### src/rtl/feinv_if.sv
// Bus between the field inverter (master) and an external femul multiplier (slave).
interface feinv_if #(
    parameter int unsigned W = 255
);
    logic         mul_start;
    logic [W-1:0] mul_a;
    logic [W-1:0] mul_b;
    logic         mul_done;
    logic [W-1:0] mul_out;

    modport master (
        output mul_start,
        output mul_a,
        output mul_b,
        input  mul_done,
        input  mul_out
    );

    modport slave (
        input  mul_start,
        input  mul_a,
        input  mul_b,
        output mul_done,
        output mul_out
    );
endinterface

### src/rtl/feinv.sv
// feinv: field inverter for GF(2^255-19), out = a_in^(p-2) by left-to-right
// square-and-multiply, driving an external femul over the feinv_if bus.
// Optional macro FEINV_CHECK_EN adds a trailing acc*base multiply whose result
// (1 or p+1) sets ok; without it ok is constant 1 out of reset.
module feinv #(
    parameter int unsigned EXP_BITS = 255
) (
    input  logic                clock,
    input  logic                reset,
    input  logic                start,
    input  logic [EXP_BITS-1:0] a_in,
    output logic                done,
    output logic [EXP_BITS-1:0] out,
    output logic                ok,
    feinv_if.master             mul
);
    localparam int unsigned W     = EXP_BITS;
    localparam int unsigned IDX_W = 8;
    // Exponent p-2 = 2^255-21; bit W-1 is implicit in acc = base at start.
    localparam logic [W-1:0] EXP  = {{(W - 5){1'b1}}, 5'b01011};
`ifdef FEINV_CHECK_EN
    localparam logic [W-1:0] P_PLUS_1 = {{(W - 5){1'b1}}, 5'b01110};
`endif

    typedef enum logic [2:0] {
        S_IDLE,
        S_SQ_ISSUE,
        S_MUL_ISSUE,
        S_WAIT,
        S_FINISH,
        S_CHK_ISSUE,
        S_CHK_WAIT
    } state_t;

    state_t             state_q, state_d;
    logic [W-1:0]       acc_q, acc_d;
    logic [W-1:0]       base_q, base_d;
    logic [IDX_W-1:0]   idx_q, idx_d;
    logic               op_q, op_d;
    logic               mul_start_q, mul_start_d;
    logic [W-1:0]       mul_a_q, mul_a_d;
    logic [W-1:0]       mul_b_q, mul_b_d;
`ifdef FEINV_CHECK_EN
    logic               ok_d;
`endif

    assign mul.mul_start = mul_start_q;
    assign mul.mul_a     = mul_a_q;
    assign mul.mul_b     = mul_b_q;

    // Next-state logic; multiplier operands are prepared for the state being entered
    // so mul_start is high exactly during the issue cycle.
    always_comb begin
        state_d     = state_q;
        acc_d       = acc_q;
        base_d      = base_q;
        idx_d       = idx_q;
        op_d        = op_q;
        mul_start_d = 1'b0;
        mul_a_d     = mul_a_q;
        mul_b_d     = mul_b_q;
`ifdef FEINV_CHECK_EN
        ok_d        = ok;
`endif
        case (state_q)
            S_IDLE: begin
                if (start) begin
                    base_d  = a_in;
                    acc_d   = a_in;
                    idx_d   = IDX_W'(EXP_BITS - 2);
                    state_d = S_SQ_ISSUE;
                end
            end
            S_SQ_ISSUE: begin
                op_d    = 1'b0;
                state_d = S_WAIT;
            end
            S_MUL_ISSUE: begin
                op_d    = 1'b1;
                state_d = S_WAIT;
            end
            S_WAIT: begin
                if (mul.mul_done) begin
                    acc_d = mul.mul_out;
                    if (!op_q && EXP[idx_q]) begin
                        state_d = S_MUL_ISSUE;
                    end else if (idx_q == '0) begin
`ifdef FEINV_CHECK_EN
                        state_d = S_CHK_ISSUE;
`else
                        state_d = S_FINISH;
`endif
                    end else begin
                        idx_d   = IDX_W'(idx_q - IDX_W'(1));
                        state_d = S_SQ_ISSUE;
                    end
                end
            end
            S_FINISH: begin
                state_d = S_IDLE;
            end
`ifdef FEINV_CHECK_EN
            S_CHK_ISSUE: begin
                state_d = S_CHK_WAIT;
            end
            S_CHK_WAIT: begin
                if (mul.mul_done) begin
                    ok_d    = (mul.mul_out == W'(1)) || (mul.mul_out == P_PLUS_1);
                    state_d = S_FINISH;
                end
            end
`endif
            default: begin
                state_d = S_IDLE;
            end
        endcase

        if (state_d == S_SQ_ISSUE || state_d == S_MUL_ISSUE || state_d == S_CHK_ISSUE) begin
            mul_start_d = 1'b1;
            mul_a_d     = acc_d;
            mul_b_d     = (state_d == S_SQ_ISSUE) ? acc_d : base_d;
        end
    end

    // State, datapath and output registers.
    always_ff @(posedge clock) begin
        if (reset) begin
            state_q     <= S_IDLE;
            acc_q       <= '0;
            base_q      <= '0;
            idx_q       <= '0;
            op_q        <= 1'b0;
            mul_start_q <= 1'b0;
            mul_a_q     <= '0;
            mul_b_q     <= '0;
            done        <= 1'b0;
            out         <= '0;
            ok          <= 1'b0;
        end else begin
            state_q     <= state_d;
            acc_q       <= acc_d;
            base_q      <= base_d;
            idx_q       <= idx_d;
            op_q        <= op_d;
            mul_start_q <= mul_start_d;
            mul_a_q     <= mul_a_d;
            mul_b_q     <= mul_b_d;
            done        <= (state_q == S_FINISH);
            if (state_q == S_FINISH) begin
                out <= acc_q;
            end
`ifdef FEINV_CHECK_EN
            ok          <= ok_d;
`else
            ok          <= 1'b1;
`endif
        end
    end
endmodule

### src/flat_wrapper.sv
// flat-port wrapper written by rule: the top's interface ports become plain ports
module feinv_flat 
#(
    parameter int unsigned EXP_BITS = 255
)
  (clock, reset, start, a_in, done, out, ok, mul_mul_start, mul_mul_a, mul_mul_b, mul_mul_done, mul_mul_out);
  feinv_if #(.W((255))) mul_i ();
  input  logic clock;
  input  logic reset;
  input  logic start;
  input  logic [EXP_BITS-1:0] a_in;
  output logic done;
  output logic [EXP_BITS-1:0] out;
  output logic ok;
  output wire logic [$bits(mul_i.mul_start)-1:0] mul_mul_start;
  output wire logic [$bits(mul_i.mul_a)-1:0] mul_mul_a;
  output wire logic [$bits(mul_i.mul_b)-1:0] mul_mul_b;
  input wire logic [$bits(mul_i.mul_done)-1:0] mul_mul_done;
  input wire logic [$bits(mul_i.mul_out)-1:0] mul_mul_out;
  assign mul_mul_start = mul_i.mul_start;
  assign mul_mul_a = mul_i.mul_a;
  assign mul_mul_b = mul_i.mul_b;
  assign mul_i.mul_done = mul_mul_done;
  assign mul_i.mul_out = mul_mul_out;
  feinv #(.EXP_BITS(EXP_BITS)) u_core (.clock(clock), .reset(reset), .start(start), .a_in(a_in), .done(done), .out(out), .ok(ok), .mul(mul_i));
endmodule
### config.mk
export PLATFORM = sky130hd
export DESIGN_NAME = feinv_flat
export DESIGN_NICKNAME = d
export VERILOG_FILES = /design/src/rtl/feinv_if.sv /design/src/rtl/feinv.sv /design/src/flat_wrapper.sv
export SDC_FILE = /design/constraint.sdc
export NUM_CORES = 2
export LEC_CHECK = 0
export BUFFER_PORTS_ARGS = -buffer_cell sky130_fd_sc_hd__clkbuf_2
export CAP_MARGIN = 20
export CORE_AREA = 2 2 493 495
export CTS_CLUSTER_DIAMETER = 50
export DETAILED_ROUTE_END_ITERATION = 6
export DIE_AREA = 0 0 495 497
export PLACE_DENSITY = 0.48
export SLEW_MARGIN = 40
export SYNTH_ARGS = -nofsm -noshare
export SYNTH_HDL_FRONTEND = slang
export SYNTH_SLANG_ARGS = --single-unit
### constraint.sdc
create_clock -name clock -period 2.85 [get_ports clock]
set_input_delay 0.4275 -clock clock [delete_from_list [all_inputs] [get_ports clock]]
set_output_delay 0.4275 -clock clock [all_outputs]
set_load 0.05 [all_outputs]
=== Word-level counts from Yosys, hierarchy flattened ===
Memories as Yosys holds them, arrays and structs flattened. A register that Yosys moved wholly into a read port is not among the register bits.
Cells that the tools add are included.

* Flip-flop bits (word level): 1290
* Bits in read-only memories: 256
* Output and inout bits: 768
* Word-level logic and storage cells: 57
* Memories kept: 1

* Add/subtract/negate cells: 1
* Order comparisons: 1
* Equal/unequal tests: 11
* Multiplexer cells: 22
* Reduce and logical (&&, ||, !) cells: 10

{| class="wikitable"
|+ Memories
! name !! words !! bits a word !! read ports !! clocked after Yosys merged registers in !! wr ports !! line !! RTL
|-
| (name not given) || 256 || 1 || 1 || 1 || 0 || feinv.sv:85 || <nowiki>if (!op_q && EXP[idx_q]) begin</nowiki>
|}

{| class="wikitable"
|+ Operators with widths
! kind !! count
|-
| $mux W255 || 5
|-
| $pmux W255 S2 || 1
|-
| $mux W8 || 6
|-
| $pmux W8 S2 || 1
|-
| $mux W3 || 4
|-
| $eq A3 B2 Y1 const B || 3
|-
| $lt A8 B9 Y1 const B || 1
|-
| $pmux W3 S3 || 1
|-
| $logic_not A8 Y1 || 1
|-
| $ne A2 B2 Y1 const B || 4
|-
| $sub A8 B1 Y8 const B || 1
|-
| $eq A3 B1 Y1 const B || 2
|-
| $eq A3 B3 Y1 const B || 2
|-
| $reduce_and A5 Y1 || 1
|-
| $reduce_bool A2 Y1 || 2
|-
| $logic_not A3 Y1 || 1
|-
| $mux W1 || 3
|-
| $logic_or A1 B1 Y1 || 2
|-
| $pmux W1 S2 || 1
|-
| $reduce_or A2 Y1 || 1
|-
| $logic_and A1 B1 Y1 || 1
|-
| $logic_not A1 Y1 || 1
|}

=== Logic depth before layout (Yosys ltp) ===
* Depth after elaboration: 10
* Mapped depth: 9

=== Worst setup path after synthesis ===
OpenSTA, ideal clock, no wires.

* Path type: reg2reg
* Start: reg u_core.idx_q[0]
* End: reg (tool-made name)
* Arrival: 2.114 ns
* Required time: 2.718 ns
* Slack: 0.604 ns
* Stages on the path, launching flop included: 8
* Cells stage by stage: dfxtp_1 > inv_1 > ha_1 > or4b_1 > o41ai_2 > o311ai_1 > or4_1 > nand4bb_1

{| class="wikitable"
|+ RTL lines
! element !! line !! RTL
|-
| start: declaration || feinv.sv:38 || <nowiki>logic [IDX_W-1:0] idx_q, idx_d;</nowiki>
|-
| start signal: assignment || feinv.sv:143 || <nowiki>idx_q <= idx_d;</nowiki>
|}

=== Worst setup path after layout ===
* Start: reg u_core.state_q[2]
* End: reg u_core.acc_q[25]

* Word-level cells in the longest chain between the ends: 2

{| class="wikitable"
|+ RTL lines
! element !! line !! RTL
|-
| start: declaration || feinv.sv:35 || <nowiki>state_t state_q, state_d;</nowiki>
|-
| start signal: assignment || feinv.sv:140 || <nowiki>state_q <= state_d;</nowiki>
|-
| $eq A3 B2 Y1 or $logic_not A3 Y1 (tied branches) || feinv.sv:65 || <nowiki>case (state_q)</nowiki>
|-
| $pmux W255 S2 (*) || feinv.sv:65 ||
|-
| end signal: assignment || feinv.sv:129 || <nowiki>acc_q <= '0;</nowiki>
|-
| end signal: assignment || feinv.sv:141 || <nowiki>acc_q <= acc_d;</nowiki>
|-
| end: declaration || feinv.sv:36 || <nowiki>logic [W-1:0] acc_q, acc_d;</nowiki>
|}

Mark *: on every way between the ends. The rest lies on a longest branch, timed or not.
A chain may end at the register's enable or synchronous reset.

==> parameters.txt <==
Parameter                              Value

Clock tree
  CTS H-tree depth    4
  Max clock buf depth    3
  Clock sink count    about 1300
  Root Buffer Master    sky130_fd_sc_hd__clkbuf_16
  CTS buffer count    about 170
  TritonCTS clock tree    yes
  Clk slew on worst S/H paths    ~0.060 ns
  Clock insertion delay at the later pin of the skew report    between 0.8 and 0.9 ns

GRT
  Total grt overflow    0
  All-layer global routing usage    0.184
  First-pass GRT wire length    approximately 330000 µm
  Number of global-route vias before repair    ~45000
  Largest net degree at the start of global routing    171
  Antenna violations before repair    30

Power
  Switching part of the total    0.326
  Proportion of power drawn by the clock network    0.416
  Cell leakage power    0.0281 µW
  Combinational power share    0.201
  Fraction of power consumed by sequential logic    0.383
  Sw power    around 17000 µW
  Cell area power density    between 700 and 800 mW/mm²
  Maximum vdd ir drop    between 0.4 and 0.5 mV
  Internal power    ~36000 µW

Min path
  Hold-critical path depth    3
  Beginning of the worst hold path    a_in[183]
  Worst hold path endpoint    u_core.base_q[183]
  Hold crit path type    in -> reg

Status
  Outcome    finished clean

Synth
  Mean area per synthesized cell    around 10 µm²
  Post-synth EDFFs    0
  Sequential fraction of the synthesis area    0.546
  Primary flip-flop cell chosen by synthesis mapping    sky130_fd_sc_hd__dfxtp_1
  Number of flip-flops and latches in the synthesized netlist    ~1300
  Synthesis warning total    0
  Number of distinct library cells after synthesis    51
  Synthesized netlist net count    a little over 5000
  Number of standard cells after synthesis    ~4600
  Total standard cell area after synthesis    ~0.047 mm²
  Async SR Flop Fraction    0

Routing
  Total number of vias    between 40000 and 50000
  First-pass iteration count of the detailed router    7
  Detailed-route wire length on metal 1    around 97000 µm
  Post-Route WL    roughly 240000 µm
  Initial detailed-routing violation count    5031
  Average wire per standard cell    24.6 µm
  Detailed-route DRC error count    0
  Via count normalized by instance count    4.66
  Routed length on met3    ~22000 µm
  Highest metal layer with signal wires    met5
  Post-DRT Antenna Nets    0
  Sum of met2 wire segment lengths after detailed routing    approximately 110000 µm

Layout
  Final standard cell count with taps included and fillers excluded    a little under 10000
  Fill count    about 25000
  Area grow syn2layout    45.9%
  Fraction of layout cells with a size suffix above 1    0.320
  Total Nets Final    6876

Run
  Count of max-cap constraint violations    0

STA
  Final setup vio count    0
  Post-route clock period utilization    0.976
  Tmin final    approximately 2.8 ns
  Headroom to the max-slew limit    0.403
  Slew at the pin closest to its max-slew limit    about 0.90 ns
  Final critical-path setup slack    approximately 0.067 ns
  Clock Skews    0.0836 ns
  Highest Clock Rate    0.359 GHz
  Total Neg Setup Slack    0 ns
  Hold violation total from the final report    0
  Number of pins with negative max-slew slack in the final report    0
  Unrepaired setup endpoints after global routing    false

Critical path
  Cell-by-cell listing of the critical path    and4b_4, buf_12, buf_4, a222oi_1, dlygate4sd3_1, nor2_1
  Reg-to-reg critical path startpoint    u_core.state_q[2]
  Classification of the worst setup path    reg -> reg
  Kind of start point of the critical path    flip-flop
  Slowest cell on crit path    sky130_fd_sc_hd__dfxtp_1
  Destination of the worst register-to-register timing path    u_core.acc_q[25]
  CP endpoint kind    flip-flop
  CP Data Arrival Time    ~3.5 ns
  Critical path peak fanout    25
  Crit path required time    roughly 3.5 ns
  Critical path's largest stage delay    approximately 0.66 ns
  Setup slack on the worst flop-to-flop path    around 0.067 ns
  Worst reg2reg path depth    6

Floorplan
  Initial Util    0.197
  Row count    180
  Die span in y    between 400 and 500 µm
  Horizontal die dimension    roughly 500 µm
  I/O pin count    approximately 1300
  Die ar.    approximately 0.25 mm²
  Core region area    0.240 mm²

Placed design
  Worst slack after detailed placement    ~0.11 ns
  DP Wirelength    ~170000 µm
  GP Congestion    0.907
  Cell count after placement    8864
  Count of input and output buffers    1281
==> flip-flops by register name, summed over array words and instances (netlist names), named ones only <==
name and count:
u_core.mul.mul_b 255, u_core.base_q 255, u_core.ok 1, u_core.idx_q 8, u_core.mul.mul_start 1, u_core.out 255, u_core.mul.mul_a 255, u_core.done 1
u_core.acc_q 255, u_core.state_q 3, u_core.op_q 1
==> final cells by class <==
class / instances / area [µm²] / area share
antenna: 22 / 55.1 / 0.000798
tap: 3185 / 3990 / 0.0577
multi-input combinational: 2880 / 19200 / 0.278
inverter: 6 / 22.5 / 0.000326
sequential: 1291 / 25800 / 0.374
clock buffer: 236 / 4860 / 0.0704
timing repair buffer: 2009 / 14000 / 0.203
clock inverter: 81 / 1040 / 0.0151
==> worst max-delay path by stage <==
stage                            startpoint                    end  slack (ns)  cells after the start
final                     u_core.state_q[2]       u_core.acc_q[25]        0.07                      6
after global routing      u_core.state_q[2]       u_core.acc_q[25]        0.04                      6
after CTS                 u_core.state_q[1]      u_core.acc_q[217]        0.02                      7
after detailed placement       mul_mul_done    u_core.mul.mul_b[0]        0.11                      8
after global placement         mul_mul_done  u_core.mul.mul_a[163]        0.12                      8
after floorplan             u_core.idx_q[0]              flip-flop        0.60                      7
==> through the flow <==
step                utilization  instance area (µm²)  power (µW)  hold slack, ns
floorplan                     -                47300       27000           0.432
CTS                       0.287                68900       53700        0.000168
finish                    0.287                69000       53200          0.0666
global placement          0.241                58000       30700           0.439
detailed placement        0.241                58000       30700           0.444
global route              0.287                69000       55100          0.0470
==> routing by layer <==
| metal | global-route usage | up-vias |
|---|---|---|
| li1 | - | 20400 |
| met1 | 0.227 | 22100 |
| met2 | 0.299 | 2243 |
| met3 | 0.0546 | 412 |
| met4 | 0.0701 | 8 |
| met5 | 0 | - |
==> cell usage after synthesis (all sizes together), types with 2 or more instances <==
library cell     n  area (µm²)
o31ai            2        15.0
xnor2            2        17.5
o2bb2ai        255        2230
a222oi         255        2550
dfxtp         1291       25800
nor3             5        40.0
and2             5        31.3
nor2           778        2920
mux2i          256        2560
clkbuf         283        1060
inv              6        22.5
or2              3        18.8
or3              2        12.5
nor4             2        12.5
a211oi         511        5210
o21ai            3        18.8
a21oi          259        1300
and3             2        12.5
or4b             2        20.0
buf            175        1210
nand2          516        1940
or4              2        15.0
==> cells in the final DEF, fill, tap and decap left out, types with 3 or more instances in the layout <==
cell / netlist / final
sky130_fd_sc_hd__nand2_1: 516 / 514
sky130_fd_sc_hd__inv_1: 6 / 6
sky130_fd_sc_hd__bufinv_16: 0 / 9
sky130_fd_sc_hd__and2_1: 4 / 4
sky130_fd_sc_hd__clkbuf_8: 0 / 25
sky130_fd_sc_hd__buf_12: 0 / 66
sky130_fd_sc_hd__a21oi_1: 259 / 259
sky130_fd_sc_hd__nor2_1: 777 / 777
sky130_fd_sc_hd__clkinv_4: 0 / 15
sky130_fd_sc_hd__inv_6: 0 / 12
sky130_fd_sc_hd__clkbuf_1: 283 / 36
sky130_fd_sc_hd__clkbuf_2: 0 / 1281
sky130_fd_sc_hd__clkinvlp_4: 0 / 11
sky130_fd_sc_hd__mux2i_1: 256 / 256
sky130_fd_sc_hd__inv_16: 0 / 3
sky130_fd_sc_hd__buf_4: 37 / 154
sky130_fd_sc_hd__dlygate4sd3_1: 0 / 504
sky130_fd_sc_hd__inv_8: 0 / 6
sky130_fd_sc_hd__diode_2: 0 / 22
sky130_fd_sc_hd__clkinv_2: 0 / 17
sky130_fd_sc_hd__clkbuf_16: 0 / 175
sky130_fd_sc_hd__dfxtp_1: 1291 / 1289
sky130_fd_sc_hd__o2bb2ai_1: 255 / 255
sky130_fd_sc_hd__a211oi_2: 275 / 275
sky130_fd_sc_hd__clkinv_16: 0 / 8
sky130_fd_sc_hd__a211oi_1: 236 / 236
sky130_fd_sc_hd__a222oi_1: 255 / 255
==> power by group through the flow <==
stage	clock network, µW	logic [µW]	registers (µW)
final	22200	10700	20400
after detailed placement	0	10000	20700
after global routing	23400	11200	20500
after floorplan	0	4150	22900
after CTS	22700	10700	20400
after global placement	0	9930	20700
==> critical path: cells and delay by family, from the launching register on <==
kind,cells,cell delay (ns)
AND/OR/NAND/NOR,2,0.40
flip-flops,1,0.66
AO/OA/AOI/OAI,1,0.51
buffers and inverters,3,1.11
==> cell families after synthesis <==
logic type                 share of synthesized area
adders and majority gates                   0.000265
and+or+nand+nor                                0.108
muxes                                         0.0542
DFF                                            0.546
buffers and inverters                         0.0485
AOI/OAI and AO/OA                              0.242
xor gates and xnor gates                    0.000556
==> timing repair <==
action,4_1_cts,5_1_grt
setup endpoints to repair,0,6
setup buffers,0,2
resized for setup,0,3
hold endpoints to repair,822,0
hold buffers,504,0
Note: power is estimated with default switching activity, not from simulation.
